`config.mk`:
```
export PLATFORM = sky130hd
export DESIGN_NAME = seg7_scan_decoder
export DESIGN_NICKNAME = d
export VERILOG_FILES = /design/src/rtl/seg7_pkg.sv /design/src/rtl/seg7_glyph_decode.sv /design/src/rtl/seg7_scan_decoder.sv
export SDC_FILE = /design/constraint.sdc
export NUM_CORES = 1
export LEC_CHECK = 0
export CORE_MARGIN = 2
export CORE_UTILIZATION = 51
export CTS_CLUSTER_DIAMETER = 120
export DETAILED_ROUTE_END_ITERATION = 12
export GPL_ROUTABILITY_DRIVEN = 0
export MAX_ROUTING_LAYER = met4
export PLACE_DENSITY = 0.85
export SYNTH_ARGS = -nofsm -noshare
export SYNTH_HDL_FRONTEND = slang
export SYNTH_SLANG_ARGS = --single-unit
export TNS_END_PERCENT = 100
```
`constraint.sdc`:
```
create_clock -name clk -period 3.92 [get_ports clk]
set_input_delay 0.588 -clock clk [delete_from_list [all_inputs] [get_ports clk]]
set_output_delay 0.588 -clock clk [all_outputs]
set_load 0.005 [all_outputs]
```
`src/rtl/seg7_pkg.sv`:
```
// Shared 7-segment definitions: segment bit order, active-low glyph constants and digit count.
// Used by both the display-side encoder and the scan-side decoder.
package seg7_pkg;

    localparam int NUM_DIGITS = 8;
    localparam int DIGIT_IW   = $clog2(NUM_DIGITS);

    // Segment bit positions within a 7-bit pattern {g,f,e,d,c,b,a}; a segment is lit when its bit is 0.
    localparam int SEG_A = 0;
    localparam int SEG_B = 1;
    localparam int SEG_C = 2;
    localparam int SEG_D = 3;
    localparam int SEG_E = 4;
    localparam int SEG_F = 5;
    localparam int SEG_G = 6;

    localparam logic [6:0] GLYPH_0 = 7'h40;
    localparam logic [6:0] GLYPH_1 = 7'h79;
    localparam logic [6:0] GLYPH_2 = 7'h24;
    localparam logic [6:0] GLYPH_3 = 7'h30;
    localparam logic [6:0] GLYPH_4 = 7'h19;
    localparam logic [6:0] GLYPH_5 = 7'h12;
    localparam logic [6:0] GLYPH_6 = 7'h02;
    localparam logic [6:0] GLYPH_7 = 7'h78;
    localparam logic [6:0] GLYPH_8 = 7'h00;
    localparam logic [6:0] GLYPH_9 = 7'h10;
    localparam logic [6:0] GLYPH_A = 7'h08;
    localparam logic [6:0] GLYPH_B = 7'h03;
    localparam logic [6:0] GLYPH_C = 7'h46;
    localparam logic [6:0] GLYPH_D = 7'h21;
    localparam logic [6:0] GLYPH_E = 7'h06;
    localparam logic [6:0] GLYPH_F = 7'h0E;

    localparam logic [6:0] GLYPH_BLANK = 7'h7F;

    function automatic logic [6:0] seg7_encode(input logic [3:0] nibble);
        logic [6:0] pattern;
        case (nibble)
            4'h0: pattern = GLYPH_0;
            4'h1: pattern = GLYPH_1;
            4'h2: pattern = GLYPH_2;
            4'h3: pattern = GLYPH_3;
            4'h4: pattern = GLYPH_4;
            4'h5: pattern = GLYPH_5;
            4'h6: pattern = GLYPH_6;
            4'h7: pattern = GLYPH_7;
            4'h8: pattern = GLYPH_8;
            4'h9: pattern = GLYPH_9;
            4'hA: pattern = GLYPH_A;
            4'hB: pattern = GLYPH_B;
            4'hC: pattern = GLYPH_C;
            4'hD: pattern = GLYPH_D;
            4'hE: pattern = GLYPH_E;
            default: pattern = GLYPH_F;
        endcase
        return pattern;
    endfunction

endpackage

```
`src/rtl/seg7_glyph_decode.sv`:
```
// Combinational inverse of seg7_encode: maps an active-low segment pattern to {legal, nibble}.
// Patterns that are not one of the sixteen hex glyphs return legal=0 and nibble=0.
module seg7_glyph_decode
    import seg7_pkg::*;
(
    input  logic [6:0] pattern,
    output logic       legal,
    output logic [3:0] nibble
);

    always_comb begin
        legal  = 1'b1;
        nibble = 4'h0;
        case (pattern)
            GLYPH_0: nibble = 4'h0;
            GLYPH_1: nibble = 4'h1;
            GLYPH_2: nibble = 4'h2;
            GLYPH_3: nibble = 4'h3;
            GLYPH_4: nibble = 4'h4;
            GLYPH_5: nibble = 4'h5;
            GLYPH_6: nibble = 4'h6;
            GLYPH_7: nibble = 4'h7;
            GLYPH_8: nibble = 4'h8;
            GLYPH_9: nibble = 4'h9;
            GLYPH_A: nibble = 4'hA;
            GLYPH_B: nibble = 4'hB;
            GLYPH_C: nibble = 4'hC;
            GLYPH_D: nibble = 4'hD;
            GLYPH_E: nibble = 4'hE;
            GLYPH_F: nibble = 4'hF;
            default: legal  = 1'b0;
        endcase
    end

endmodule

```
`src/rtl/seg7_scan_decoder.sv`:
```
// Samples a multiplexed 7-segment scan (AN/Cnode/dp) and rebuilds the displayed 32-bit hex word.
// Optional macro SEG7_SCAN_DEC_DP_EN enables decimal-point capture into dp_mask.
module seg7_scan_decoder
    import seg7_pkg::*;
#(
    parameter int SETTLE  = 4,
    parameter int TIMEOUT = 2_000_000
) (
    input  logic                      clk,
    input  logic                      rst,
    input  logic [NUM_DIGITS-1:0]     AN,
    input  logic [6:0]                Cnode,
    input  logic                      dp,
    output logic [4*NUM_DIGITS-1:0]   digits,
    output logic [NUM_DIGITS-1:0]     bad_mask,
    output logic [NUM_DIGITS-1:0]     dp_mask,
    output logic                      frame_valid,
    output logic                      stale
);

    localparam int SW = $clog2(SETTLE + 1);
    localparam int TW = $clog2(TIMEOUT + 1);
    localparam logic [SW-1:0] SETTLE_C = SW'(SETTLE);
    localparam logic [TW-1:0] TIMEOUT_C = TW'(TIMEOUT);

    logic [NUM_DIGITS-1:0] an_s1, an_s2, an_p;
    logic [6:0]            cn_s1, cn_s2, cn_p;
    logic                  dp_same;
    logic [SW-1:0]         stab;
    logic                  same, capture;
    logic [DIGIT_IW-1:0]   idx;
    logic                  glyph_legal;
    logic [3:0]            glyph_nibble;
    logic [4*NUM_DIGITS-1:0] stage_word;
    logic [NUM_DIGITS-1:0] stage_bad, seen, seen_set;
    logic                  frame_done;
    logic [TW-1:0]         tcnt;

    // Synchronizers and the previous-cycle copy idle at the inactive (all-high) level.
    always_ff @(posedge clk or negedge rst) begin
        if (!rst) begin
            an_s1 <= '1;
            an_s2 <= '1;
            an_p  <= '1;
            cn_s1 <= '1;
            cn_s2 <= '1;
            cn_p  <= '1;
        end else begin
            an_s1 <= AN;
            an_s2 <= an_s1;
            an_p  <= an_s2;
            cn_s1 <= Cnode;
            cn_s2 <= cn_s1;
            cn_p  <= cn_s2;
        end
    end

`ifdef SEG7_SCAN_DEC_DP_EN
    logic                  dp_s1, dp_s2, dp_p;
    logic [NUM_DIGITS-1:0] stage_dp;

    always_ff @(posedge clk or negedge rst) begin
        if (!rst) begin
            dp_s1    <= 1'b1;
            dp_s2    <= 1'b1;
            dp_p     <= 1'b1;
            stage_dp <= '0;
            dp_mask  <= '0;
        end else begin
            dp_s1 <= dp;
            dp_s2 <= dp_s1;
            dp_p  <= dp_s2;
            if (capture)
                stage_dp[idx] <= ~dp_s2;
            if (frame_done)
                dp_mask <= stage_dp;
        end
    end

    assign dp_same = (dp_s2 == dp_p);
`else
    logic unused_dp;
    assign unused_dp = dp;
    assign dp_same   = 1'b1;
    assign dp_mask   = '0;
`endif

    assign same = (an_s2 == an_p) && (cn_s2 == cn_p) && dp_same;

    always_ff @(posedge clk or negedge rst) begin
        if (!rst)
            stab <= '0;
        else if (!same)
            stab <= '0;
        else if (stab != SETTLE_C)
            stab <= stab + 1'b1;
    end

    // Fires only on the step into SETTLE, so a long dwell captures exactly once.
    assign capture = same && (stab == SETTLE_C - SW'(1)) && $onehot(~an_s2);

    always_comb begin
        idx = '0;
        for (int i = 0; i < NUM_DIGITS; i++)
            if (!an_s2[i])
                idx = DIGIT_IW'(i);
    end

    seg7_glyph_decode u_glyph_decode (
        .pattern (cn_s2),
        .legal   (glyph_legal),
        .nibble  (glyph_nibble)
    );

    assign frame_done = &seen;
    assign seen_set   = capture ? ~an_s2 : '0;

    // A capture in the completing cycle starts the next frame rather than being lost.
    always_ff @(posedge clk or negedge rst) begin
        if (!rst) begin
            stage_word <= '0;
            stage_bad  <= '0;
            seen       <= '0;
        end else begin
            if (capture) begin
                stage_word[{idx, 2'b00} +: 4] <= glyph_nibble;
                stage_bad[idx]                <= ~glyph_legal;
            end
            seen <= (frame_done ? '0 : seen) | seen_set;
        end
    end

    // frame_valid is a one-cycle strobe with no back-pressure: digits/bad_mask/dp_mask are
    // new in the strobe cycle and hold until the next strobe.
    always_ff @(posedge clk or negedge rst) begin
        if (!rst) begin
            digits      <= '0;
            bad_mask    <= '0;
            frame_valid <= 1'b0;
        end else begin
            frame_valid <= frame_done;
            if (frame_done) begin
                digits   <= stage_word;
                bad_mask <= stage_bad;
            end
        end
    end

    // Cleared on the edge that raises frame_valid so stale is already low in that cycle.
    always_ff @(posedge clk or negedge rst) begin
        if (!rst)
            tcnt <= '0;
        else if (frame_done)
            tcnt <= '0;
        else if (tcnt != TIMEOUT_C)
            tcnt <= tcnt + 1'b1;
    end

    assign stale = (tcnt == TIMEOUT_C);

endmodule

```
Yosys cells after proc, flatten, opt, wreduce, memory -nomap -nowiden
Index checks and enable logic that the tools add are counted.
{"block": "totals", "register_bits": 158, "inputBits": 18, "elab_cells": 81, "out_inout_bits": 50}
{"block": "classes", "n_eq_ne": 23, "muxes": 19, "n_lt_le_gt_ge": 2, "bitwise_logic": 3, "n_addsub": 10, "n_reduce_logical": 8, "shifts": 2}
{"cell": "4-bit case mux with 15 select lines", "n": 1}
{"cell": "21-bit 2-to-1 mux", "n": 2}
{"cell": "32-bit bitwise mux", "n": 1}
{"cell": "4-bit by 7-bit variable shift with 32-bit output (first input constant)", "n": 1}
{"cell": "4-bit by 7-bit variable part select with 32-bit output", "n": 1}
{"cell": "7-bit == test (second input constant)", "n": 4}
{"cell": "3-bit 2-to-1 mux", "n": 8}
{"cell": "21-bit by 1-bit adder with 21-bit output (second input constant)", "n": 1}
{"cell": "21-bit == test (second input constant)", "n": 1}
{"cell": "7-bit by 5-bit == test with 1-bit output (second input constant)", "n": 3}
{"cell": "7-bit by 6-bit == test with 1-bit output (second input constant)", "n": 3}
{"cell": "21-bit inequality test (second input constant)", "n": 1}
{"cell": "8-bit 2-to-1 mux", "n": 2}
{"cell": "16-bit OR reduction", "n": 1}
{"cell": "7-bit by 2-bit == test with 1-bit output (second input constant)", "n": 2}
{"cell": "7-bit by 4-bit == test with 1-bit output (second input constant)", "n": 2}
{"cell": "1-bit by 1-bit adder with 2-bit output", "n": 4}
{"cell": "8-bit bitwise mux", "n": 1}
{"cell": "8-bit == test", "n": 1}
{"cell": "8-bit inverter", "n": 1}
{"cell": "8-bit bitwise OR", "n": 1}
{"cell": "8-bit AND reduction", "n": 1}
{"cell": "7-bit by 3-bit == test with 1-bit output (second input constant)", "n": 1}
{"cell": "7-bit == test", "n": 1}
{"cell": "16 further kinds", "n": 22}

Depth between registers and ports, before layout
{"block": "logic_depth", "word_depth": 12, "depth_mapped": 12, "mapped_depth_nobuf": 12}

Modules after synthesis
From an unflattened synthesis, not the netlist that was laid out.
{"block": "unflattened", "cells_unflattened": 605, "area_unflattened_um2": 6812.8}
{"mod": "seg7_scan_decoder", "area_per_inst_um2": 6448.7, "cells_per_inst": 549, "seq_area_each_um2": 4010.1, "n_inst": 1}
{"mod": "seg7_glyph_decode", "area_per_inst_um2": 364.1, "cells_per_inst": 56, "seq_area_each_um2": 0.0, "n_inst": 1}

Worst setup path before layout
OpenSTA, ideal clock, no wires.
{"block": "synth_path", "path_type": "reg-to-reg", "start": "register an_s2[3]", "end": "register stage_word[0]", "path_slack_ns": -0.352, "arrival_time_ns": 4.144, "n_path_buf": 0, "t_required_ns": 3.792, "period_less_slack_ns": 4.272, "stages_incl_launch_ff": 13, "setup_time_ns": 0.128, "path_cell_list": "dfstp_2 > fa_1 > inv_1 > fa_1 > fa_1 > ha_1 > inv_1 > fa_1 > nor3b_1 > a22o_1 > or4bb_4 > nor4_4 > mux2_1"}
{"block": "synth_via", "elab_chain_cells": 8, "word_cells_on_any_way": 18, "classes_between": "4 x add/sub; 2 x eq/ne; 2 x shift; 6 x mux; 1 x bitwise; 3 x reduce/logical"}
{"element": "start, declared", "line": "seg7_scan_decoder.sv:26", "source": "logic [NUM_DIGITS-1:0] an_s1, an_s2, an_p;"}
{"element": "start signal, assigned", "line": "seg7_scan_decoder.sv:50", "source": "an_s2 <= an_s1;"}
{"element": "3-bit 2-to-1 mux (5 in series)", "line": "seg7_scan_decoder.sv:105", "source": "if (!an_s2[i])"}
{"element": "5-bit negator with 7-bit output", "line": "seg7_scan_decoder.sv:126", "source": "stage_word[{idx, 2'b00} +: 4] <= glyph_nibble;"}
{"element": "4-bit by 7-bit variable part select with 32-bit output / 4-bit by 7-bit variable shift with 32-bit output (equally long branches)", "line": "seg7_scan_decoder.sv:126"}
{"element": "32-bit bitwise mux", "line": "seg7_scan_decoder.sv:126"}
{"element": "end signal, assigned by index", "line": "seg7_scan_decoder.sv:126"}
{"element": "end, declared", "line": "seg7_scan_decoder.sv:34", "source": "logic [4*NUM_DIGITS-1:0] stage_word;"}
Several ways; a longest one is shown, not always the timed one.
A chain may end at the register's enable or synchronous reset.

Worst setup path after layout
{"block": "layout_path", "start": "register an_s2[1]", "end": "register stage_word[0]"}
{"block": "layout_via", "elab_chain_cells": 10, "word_cells_on_any_way": 20, "classes_between": "4 x add/sub; 2 x eq/ne; 2 x shift; 8 x mux; 1 x bitwise; 3 x reduce/logical"}
{"element": "1-bit 2-to-1 mux", "line": "seg7_scan_decoder.sv:105"}
{"element": "3-bit 2-to-1 mux (6 in series)", "line": "seg7_scan_decoder.sv:105"}
{"element": "5-bit negator with 7-bit output", "line": "seg7_scan_decoder.sv:126"}
{"element": "4-bit by 7-bit variable part select with 32-bit output / 4-bit by 7-bit variable shift with 32-bit output (equally long branches)", "line": "seg7_scan_decoder.sv:126"}
{"element": "32-bit bitwise mux", "line": "seg7_scan_decoder.sv:126"}
Several ways; a longest one is shown, not always the timed one.

==> reports/metrics.cfg <==
[setup_path]
startpoint_type = flip-flop
reg2reg_depth = 12
cp-end-kind = flip-flop
cp.required_ns = 4.22
crit_arrival_ns = 4.69
crit_fanout = 6
crit_type = reg2reg

[timing]
hold-worst-slack_ns = 0.310
setup_ws_ns = -0.471
rsz0062_at_grt = yes
worst_pin_slew_ns = 1.09
relSlewSlack_pct = 27.0
setup-violations-final = 37
period_share_pct = 112
clock_skew_ns = 0.0132
max_freq_ghz = 0.228
fin_crit_ns = 4.39
drv_slew = 0
hold_viol = 0

[global_route]
overflow = 0
grt_pass1_wl_um = 23800
use_met3_pct = 5.64
grt_start_max_net_pins = 113
grt_antenna_before_repair = 0
grt_usage_pct = 21.5
globalRoute.busiestLayer = met2
grt_use_met2_pct = 34.1
grt.met1_usage_pct = 26.6
grt_pass1_vias = 4746

[route]
ant_nets = 0
wire_per_inst_um = 16.5
finalWirelength_um = 14400
num_vias = 4708
viasPerCell = 5.37
drcViolationCount = 0
dr.pass1.iters = 4
drt_iter0_drc = 350

[power]
p_leak_nw = 4.09
p_per_area_nw_per_um2 = 408
peakVddDrop_mv = 0.255

[synthesis]
ys_warn_count = 0
synth_compound_area_share_pct = 3.86
synth_top_family_by_area = simple AND/OR/NAND/NOR gates
netlist_area_um2 = 6970
synth.top_cell.area_share_pct = 40.5
synthCells = 607
synthMuxAreaShare_pct = 6.60
synth_top_cell_by_area = dfrtp_1
synth_ff_type = dfrtp_1
synth_adder_area_share_pct = 2.94
ys_async_sr_fraction_pct = 100
synth.avg_cell_area_um2 = 11.5
ys_ff_latch = 158
synth_cell_types = 62
seq_area_frac_synth_pct = 57.5
synth-xor-area-share_pct = 4.50
synth_edf_count = 0
synthSimpleGateAreaFrac_pct = 20.9
netlist_top_cells_count = nand2_1 (150), dfrtp_1 (113), dfstp_2 (45)
synth.area.top_cells = dfrtp_1 (41%), dfstp_2 (17%), nand2_1 (8.1%)
synth.most_common_cell = nand2_1

[floorplan]
start_util_pct = 52.5
die_w_um = 121
num_io_pins = 68
core-area_um2 = 13300
num_rows = 42
fp.dieH_um = 121
die_area_um2 = 14600

[clocking]
tritoncts = built
numClockSinks = 158
clkSlewWorstSetupHoldPaths_ns = 0.06
cts_buffer_depth = 2
h-tree-depth = 4
cts_buffers = 17
clk-insertion-delay-late_ns = 0.43
cts_root_buf = clkbuf_16

[layout]
syn_to_final_growth_pct = 23.9
final_nets = 719
drive_gt1_share_pct = 26.3
antenna_cells = 0
postLayoutCellArea_um2 = 8640
fillCellCount = 941
fin_util_pct = 65.0

[run]
max-cap-violations = 0

[place]
place_area_um2 = 7720
dpl_worst_slack_ns = -0.421
port_buffers = 58
dpl.hpwl_um = 8690

[outcome]
violations = setup timing
outcome = complete, but fails checks

[min_path]
hp-class = in2async

## cell type report
type	instances	area, µm²	area share, %
sequential	158	4010	46.4
multi-input combinational	404	2900	33.5
timing repair buffer	85	845	9.77
clock buffer	24	514	5.95
tap	176	220	2.55
inverter	21	78.8	0.912
clock inverter	8	76.3	0.883
## report_power, final
part | internal [mW] | total (mW) | switching (mW) | leakage (nW)
registers | 1.67 | 1.70 | 0.0274 | 2.04
logic | 0.0850 | 0.205 | 0.120 | 1.76
clock network | 0.983 | 1.62 | 0.634 | 0.291
total | 2.74 | 3.52 | 0.781 | 4.09
## through the flow
stage / setup TNS, ns / instances / power, mW
6_report: -12.76 / 876 / 3.52
5_1_grt: -16.56 / 876 / 3.66
4_1_cts: -11.04 / 873 / 3.55
3_5_place_dp: -10.87 / 828 / 1.91
3_3_place_gp: -4.94 / 828 / 1.90
2_1_floorplan: -4.72 / 614 / 1.83
## state kept, by name, summed over array words and instances (netlist names)
name and flops:
cn_s2 7, digits 32, an_s1 8, cn_p 7
stage_bad 8, an_p 8, frame_valid 1, seen 8
tcnt 21, stab 3, stage_word 32, bad_mask 8
an_s2 8, cn_s1 7
## metal layers
metal / share of wire [%] / up-vias
met4: 2.5 / 0
met2: 52 / 123
met5: 0 / -
met3: 4.5 / 30
li1: - / 2183
met1: 41 / 2372
## timing repair
action                                  in CTS  in global routing
pin swaps                                    7                  4
resized for setup                           32                 15
hold buffers                                 0                  0
buffers inserted                            13                  4
endpoints found under the setup margin      47                 47
## kinds of logic after synthesis
logic type	count (synthesis)
xor gates and xnor gates	35
muxes	41
AOI/OAI and AO/OA	37
buffers and inverters	52
DFF	158
adders and majority gates	14
other	1
and+or+nand+nor	269
## cell usage in the layout, fill, tap and decap left out, types with 3 or more instances in the layout
master           Yosys  final
clkinv_2             0      3
or3_1                7      7
dfstp_2             45     45
nand3_1             11     11
conb_1               1      8
clkdlybuf4s50_1      0     57
and3_1               5      4
mux2_4               0     33
nor4_4               9      9
inv_1               19     18
buf_12               0      3
clkbuf_1            16      3
nand4_1              8      8
a31oi_1              3      3
buf_6                3      7
nor4_1               7      5
clkbuf_16            0     19
nand3b_1             3      3
buf_4                8     18
xnor2_1              8      8
nand2_1            150    149
o21ai_2              7      7
a21oi_1              8      8
nor2_1              31     31
nand2b_1             4      4
xor2_1              26     26
mux2_2              16      7
o21ai_0              5      5
dfrtp_1            113    113
nor4_2               5      7
nor3_1               6      6
ha_1                10      9
fa_1                 4      3
inv_2                2      3
## final timing paths
kind                           from             to  slack, ns
setup / recovery           an_s2[1]  stage_word[0]      -0.47
min in group clk           an_s1[7]       an_s2[7]       0.35
hold reg to reg            an_s1[7]       an_s2[7]       0.35
setup reg to reg           an_s2[1]  stage_word[0]      -0.47
hold / removal                  rst        seen[3]       0.31
max in group asynchronous       rst     digits[17]       2.67
## critical path: stages, from the launching register on
cell and delay (ns):
dfstp_2 0.54, fa_1 0.41, inv_1 0.08, fa_1 0.42, fa_1 0.50, ha_2 0.19
inv_2 0.04, fa_2 0.52, and3_4 0.19, or4bb_4 0.64, nor4_4 0.26, buf_6 0.17
mux2_4 0.30
(Power assumes the default switching activity.)
